<file path="src/rtl/mandel_engine_scheduler.sv">
// Frame scheduler: hands pixels round-robin to NUM_ENGINES mandelbrot engines and
// retires their 4-bit results to the framebuffer strictly in raster order.
module mandel_engine_scheduler #(
   parameter int NUM_ENGINES = 2,
   parameter int WIDTH       = 400,
   parameter int HEIGHT      = 300,
   parameter int PIXW        = 9
) (
   input  logic                     clk,
   input  logic                     combined_rst_n,
   input  logic                     start,
   output logic                     busy,
   output logic                     done,
   output logic [NUM_ENGINES-1:0]   eng_run,
   output logic [PIXW-1:0]          issue_x,
   output logic [PIXW-1:0]          issue_y,
   input  logic [NUM_ENGINES-1:0]   eng_running,
   input  logic [4*NUM_ENGINES-1:0] eng_ctr,
   output logic                     reset_write_ptr,
   output logic                     write_data,
   output logic [3:0]               write_value,
   input  logic                     wrote_data
);

   localparam int TOTAL = WIDTH * HEIGHT;
   localparam int CNTW  = $clog2(TOTAL + 1);
   localparam int IPW   = (NUM_ENGINES > 1) ? $clog2(NUM_ENGINES) : 1;

   localparam logic [CNTW-1:0] TOTAL_C   = CNTW'(TOTAL);
   localparam logic [IPW-1:0]  LAST_SLOT = IPW'(NUM_ENGINES - 1);
   localparam logic [PIXW-1:0] LAST_X    = PIXW'(WIDTH - 1);

   typedef enum logic [1:0] {
      IDLE,
      CLEAR,
      RUN
   } top_state_t;

   typedef enum logic [1:0] {
      SLOT_FREE,
      SLOT_ISSUED,
      SLOT_BUSY,
      SLOT_DONE
   } slot_state_t;

   top_state_t  state_q, state_d;
   slot_state_t slot_q [NUM_ENGINES];
   slot_state_t slot_d [NUM_ENGINES];
   logic [3:0]  result_q [NUM_ENGINES];

   logic [IPW-1:0]  ip_q, rp_q;
   logic [PIXW-1:0] x_q, y_q;
   logic [CNTW-1:0] issue_cnt_q, retire_cnt_q;
   logic            outstanding_q;

   logic issue_fire;
   logic retire_fire;
   logic ack_fire;
   logic frame_done;

   // Issue and retire look only at registered slot state, so a slot freed by an
   // ack becomes issuable the following cycle.
   always_comb begin
      issue_fire  = (state_q == RUN) && (slot_q[ip_q] == SLOT_FREE) && (issue_cnt_q < TOTAL_C);
      retire_fire = (state_q == RUN) && (slot_q[rp_q] == SLOT_DONE) && !outstanding_q;
      ack_fire    = wrote_data && outstanding_q;
      frame_done  = (state_q == RUN) && (retire_cnt_q == TOTAL_C);
   end

   always_comb begin
      state_d = state_q;
      case (state_q)
         IDLE:    if (start) state_d = CLEAR;
         CLEAR:   state_d = RUN;
         RUN:     if (frame_done) state_d = IDLE;
         default: state_d = IDLE;
      endcase
   end

   always_ff @(posedge clk or negedge combined_rst_n) begin
      if (!combined_rst_n) state_q <= IDLE;
      else                 state_q <= state_d;
   end

   always_comb begin
      for (int i = 0; i < NUM_ENGINES; i++) begin
         slot_d[i] = slot_q[i];
         case (slot_q[i])
            SLOT_FREE:   if (issue_fire && (ip_q == IPW'(i))) slot_d[i] = SLOT_ISSUED;
            SLOT_ISSUED: if (eng_running[i]) slot_d[i] = SLOT_BUSY;
            SLOT_BUSY:   if (!eng_running[i]) slot_d[i] = SLOT_DONE;
            SLOT_DONE:   if (ack_fire && (rp_q == IPW'(i))) slot_d[i] = SLOT_FREE;
            default:     slot_d[i] = SLOT_FREE;
         endcase
      end
   end

   // The result is captured on the falling edge of eng_running, the only cycle
   // in which eng_ctr is guaranteed valid.
   always_ff @(posedge clk or negedge combined_rst_n) begin
      if (!combined_rst_n) begin
         for (int i = 0; i < NUM_ENGINES; i++) begin
            slot_q[i]   <= SLOT_FREE;
            result_q[i] <= 4'd0;
         end
      end else begin
         for (int i = 0; i < NUM_ENGINES; i++) begin
            slot_q[i] <= slot_d[i];
            if ((slot_q[i] == SLOT_BUSY) && !eng_running[i]) result_q[i] <= eng_ctr[4*i +: 4];
         end
      end
   end

   always_ff @(posedge clk or negedge combined_rst_n) begin
      if (!combined_rst_n) begin
         ip_q          <= '0;
         rp_q          <= '0;
         x_q           <= '0;
         y_q           <= '0;
         issue_cnt_q   <= '0;
         retire_cnt_q  <= '0;
         outstanding_q <= 1'b0;
      end else if (state_q == CLEAR) begin
         ip_q          <= '0;
         rp_q          <= '0;
         x_q           <= '0;
         y_q           <= '0;
         issue_cnt_q   <= '0;
         retire_cnt_q  <= '0;
         outstanding_q <= 1'b0;
      end else begin
         if (issue_fire) begin
            if (x_q == LAST_X) begin
               x_q <= '0;
               y_q <= y_q + PIXW'(1);
            end else begin
               x_q <= x_q + PIXW'(1);
            end
            ip_q        <= (ip_q == LAST_SLOT) ? '0 : ip_q + IPW'(1);
            issue_cnt_q <= issue_cnt_q + CNTW'(1);
         end
         if (retire_fire) outstanding_q <= 1'b1;
         if (ack_fire) begin
            outstanding_q <= 1'b0;
            rp_q          <= (rp_q == LAST_SLOT) ? '0 : rp_q + IPW'(1);
            retire_cnt_q  <= retire_cnt_q + CNTW'(1);
         end
      end
   end

   always_comb begin
      eng_run = '0;
      if (issue_fire) eng_run[ip_q] = 1'b1;
   end

   assign busy            = (state_q != IDLE);
   assign done            = frame_done;
   assign reset_write_ptr = (state_q == CLEAR);
   assign write_data      = retire_fire;
   assign write_value     = result_q[rp_q];
   assign issue_x         = x_q;
   assign issue_y         = y_q;

endmodule

</file>
<file path="config.mk">
export PLATFORM = sky130hd
export DESIGN_NAME = mandel_engine_scheduler
export DESIGN_NICKNAME = d
export VERILOG_FILES = /design/src/rtl/mandel_engine_scheduler.sv
export SDC_FILE = /design/constraint.sdc
export NUM_CORES = 1
export LEC_CHECK = 0
export ABC_AREA = 1
export CORE_MARGIN = 1.5
export CORE_UTILIZATION = 55
export DETAILED_ROUTE_END_ITERATION = 8
export MAX_ROUTING_LAYER = met4
export PLACE_DENSITY = 0.77
export SYNTH_ARGS = -nofsm -noshare
export SYNTH_HDL_FRONTEND = slang
export SYNTH_SLANG_ARGS = --single-unit
</file>
<file path="constraint.sdc">
create_clock -name clk -period 3 [get_ports clk]
set_input_delay 0.6 -clock clk [delete_from_list [all_inputs] [get_ports clk]]
set_output_delay 0.6 -clock clk [all_outputs]
set_load 0.02 [all_outputs]
</file>
After elaboration in Yosys (flattened, before gate mapping)
Index checks and enable logic that the tools add are counted.
Cells by class
  bitwise logic cells: 4
  eq/ne operators: 21
  multiplexer cells: 44
  add/subtract/negate cells: 6
  magnitude comparators: 5
  reduce and logical (&&, ||, !) cells: 29
Operators with widths (count)
  $mux W17: 4
  $mux W9: 6
  $add A17 B1 Y17 const B: 2
  $mux W2: 17
  $ne A2 B2 Y1 const B: 10
  $add A9 B1 Y9 const B: 2
  $eq A17 B17 Y1 const B: 1
  $lt A17 B17 Y1 const B: 1
  $pmux W2 S4: 2
  $logic_and A1 B1 Y1: 13
  $eq A2 B2 Y1 const B: 6
  $mux W4: 3
  $mux W1: 10
  $eq A9 B9 Y1 const B: 1
  $logic_not A2 Y1: 4
  $reduce_and A4 Y1: 2
  $reduce_bool A2 Y1: 4
  $eq A2 B1 Y1 const B: 3
  $pmux W2 S3: 1
  $ge A2 B2 Y1 const B: 2
  $not A1 Y2: 2
  $reduce_and A2 Y1: 2
  $logic_not A1 Y1: 3
  $reduce_bool A3 Y1: 1
  other kinds (5): 7
Word-level totals
  word-level logic and storage cells: 121
  output and inout port bits: 28
  register bits: 69

Longest topological paths before layout
Gate-level depths: netlist of run 1.
  depth after elaboration: 10
  mapped depth: 10

Worst setup path after synthesis of run 1
OpenSTA, ideal clock, no wires.
  path type: register to output
  start point: register retire_cnt_q[0]
  end point: output port done
  path slack: 1066 ps
  data arrival time: 1334 ps
  buffers on the path: 0
  stages on the path, launching flop included: 7
  path through: dfrtp_1 -> inv_1 -> ha_1 -> nand4_1 -> nor2_1 -> nand3_1 -> nor3_1
Between the ends
  cells in the longest elaborated chain, start to end: 2
RTL lines
  start: declaration: RTL line 53  | logic [CNTW-1:0] issue_cnt_q, retire_cnt_q;
  start signal: assignment: RTL line 146  | retire_cnt_q <= retire_cnt_q + CNTW'(1);
  $eq A17 B17 Y1: RTL line 67  | frame_done = (state_q == RUN) && (retire_cnt_q == TOTAL_C);
  $logic_and A1 B1 Y1: RTL line 67
  end: declaration: RTL line 13  | output logic done,
Every way passes these cells.

Worst setup path after layout of run 1
Ends and elaborated chain as after synthesis.

==> results.tsv, run 1 <==
metric	value	unit
status	finished clean	
tns	0	ns
setup_viol	0	
cts_resized	0	
slowest_delay	0.63	ns
power	3.55	mW
synthFlopType	dfrtp_1	
antenna_found_initial	0	
rrSetupSlack	0.80	ns
power_density	728	mW/mm^2
syn_inst	541	
met2_length	4.54	mm
ant_nets	0	
syn_nets	568	
grt.overflow.total	0	
ys_seq_elements	69	
slew-limit-headroom	0.478	
fp.dieH	90.3	um
synth_common_cells	nand2_1 (159), dfrtp_1 (69), nor2_1 (57)	
rows	31	
dr.max_layer_used	met4	
grt_pass1_vias	3580	
htree_levels	3	
path_cells	inv_1 > ha_1 > nand4_1 > nor2_1 > nand3_1 > nor3_1 > clkdlybuf4s50_1	
vias	3599	
path_class	reg2out	
finalClockSkew	0.00997	ns
synth.largest_area_cell	dfrtp_1	
die_w	90.3	um
tightest_slew	0.781	ns
dr.pass1.iters	4	
ys_seq_area_frac	0.412	
cts-root-buf	clkbuf_8	
post_drt_wl_per_cell	13.1	um
fill_cells	618	
avgViaCountPerCell	5.25	
synth_top_area_share	0.412	
min_path_type	in2async	
p_leak	2.28	nW
drv_cap	0	
antenna_cells	0	
pin_count	42	
hold_violations	0	
critPathMaxFanout	3	
reg2reg_depth	8	
drt-met1-wl	3.99	mm
placed_cells	670	
synth_edf_count	0	
syn_avg_cell_area	7.75	um^2
clock_sinks	69	
clk_latency	0.35	ns
postCtsSetupBuffers	0	
ir_drop	0.424	mV
cp_data_arrival_time	2.10	ns
required	2.40	ns
cts_hold_buf	0	
syn_to_final_growth	16.5	%
crit_path_start_kind	register	
drive_gt1_frac	0.112	
wl	9.01	mm
r2r-start	state_q[0]	
hpwl	6.39	mm
drc	0	
synth_cell_types	41	
grt_usage	0.248	
finalMaxSlewViolations	0	
fin_cells	686	
synth_area_leaders	dfrtp_1 (41%), nand2_1 (14%), nor2_1 (5.1%), nand3_1 (4.8%), inv_1 (4.4%)	
syn_area	0.00419	mm^2
synth.most_common_cell	nand2_1	
cts_tree	done	
timing.rr.end	issue_y[1]	
ys_warn_count	0	
path_clk_slew	0.07	ns
fp.coreArea	0.00733	mm^2
end_kind	output port	
routed-wl-met3	322	um
rsz0062_at_grt	no	
initial_core_util	0.572	
gp_congestion	0.939	
max_freq	370	MHz
io_buffer_count	41	
drtIter0Drc	228	
timing.hold.ws	0.328	ns
grt_max_degree	41	
grt_pass1_wl	15.9	mm
die_area	0.00816	mm^2
cts_buffer_depth	2	
slowest_stage	clkdlybuf4s50_1	
min_period_over_period	0.901	
cts_buffers	9	
period_minus_slack	2.70	ns
ys_async_sr_fraction	1.00	
fin_nets	609	
## registers in the layout (all words and copies together) (netlist names), 2 cells and up
signal and flops:
issue_x 9, issue_y 9, result_q 8, slot_q 4, retire_cnt_q 17, issue_cnt_q 17, state_q 2
## cell type report
cell class                 count  area, um^2  share of cell area
clock buffer                  13         179              0.0366
clock inverter                 3        65.1              0.0133
inverter                      56         213              0.0435
multi-input combinational    403        2150               0.439
sequential                    69        1730               0.353
tap                           99         124              0.0254
timing repair buffer          43         433              0.0886
## cell families (layout without fill, tap and decap cells)
kind of cell | count (synthesis) | after routing | synth area share
AND/OR/NAND/NOR | 301 | 301 | 0.324
adder cells (fa/ha/maj) | 13 | 13 | 0.0388
buffers and inverters | 69 | 115 | 0.0767
flip-flops | 69 | 69 | 0.412
AO/OA/AOI/OAI | 66 | 66 | 0.0958
multiplexers | 8 | 8 | 0.0215
XOR/XNOR | 15 | 15 | 0.0313
## metrics by stage
stage,setup WS [ns],util,cell area [um^2]
3_3_place_gp,0.699,0.633,4640
3_5_place_dp,0.665,0.633,4640
2_1_floorplan,1.07,-,4190
4_1_cts,0.279,0.666,4890
6_report,0.298,0.666,4890
5_1_grt,0.123,0.666,4890
## routing by layer
layer	vias to the layer above	global-route usage
li1	1825	-
met5	-	-
met2	67	0.416
met4	0	0.0952
met1	1691	0.297
met3	16	0.0455
## critical path, delay by kind of cell, from the launching register on
| family | cells | cell delay [ns] |
|---|---|---|
| flops | 1 | 0.39 |
| buf+inv | 2 | 0.73 |
| fa+ha+maj | 1 | 0.15 |
| simple gates | 4 | 0.49 |
## report_power, final
group          internal [mW]  switching (mW)  leakage (nW)
Clock                  0.558           0.341         0.126
Sequential              1.11           0.180         0.924
Combinational          0.515           0.851          1.23
## layout by cell type (no fill, tap or decap), types with 2 or more instances in the layout
cell type        instances
clkbuf_8                13
o211ai_1                 2
o21ai_0                 15
or2_2                    5
nand3_1                 40
nor2_1                  57
dfrtp_1                 69
xor2_1                  15
mux2_2                   8
a21oi_1                 14
o21a_1                   2
o21ai_1                 12
clkdlybuf4s50_1         40
nor3_1                   6
nand2_4                  3
nor2_4                   2
bufinv_16                2
inv_1                   49
o21ai_2                 10
nor3_4                   2
inv_2                    5
o21bai_1                 8
nor2_2                   3
o22ai_1                  2
nand2_1                159
nand3_2                  3
ha_1                    13
nand2_2                  3
nand4_1                 12
## worst max path at each step
stage / from / end / slack, ns / depth (start not counted)
3_5_place_dp: retire_cnt_q[0] / done / 0.66 / 7
4_1_cts: retire_cnt_q[0] / done / 0.28 / 7
6_report: retire_cnt_q[0] / done / 0.30 / 7
3_3_place_gp: retire_cnt_q[0] / done / 0.70 / 7
5_1_grt: retire_cnt_q[0] / done / 0.12 / 7
2_1_floorplan: retire_cnt_q[0] / done / 1.07 / 6
Note: power is estimated with default switching activity, not from simulation.
==> run 2, diff against run 1 <==
CTS_CLUSTER_DIAMETER = 100   (was unset)
==> results of run 2 <==
Same layout as run 1: the final DEF is identical, and so are final timing and power.
==> run 3, diff against run 2 <==
HOLD_SLACK_MARGIN = 0.1   (was unset)
==> results of run 3 <==
Same layout as run 1: the final DEF is identical, and so are final timing and power.
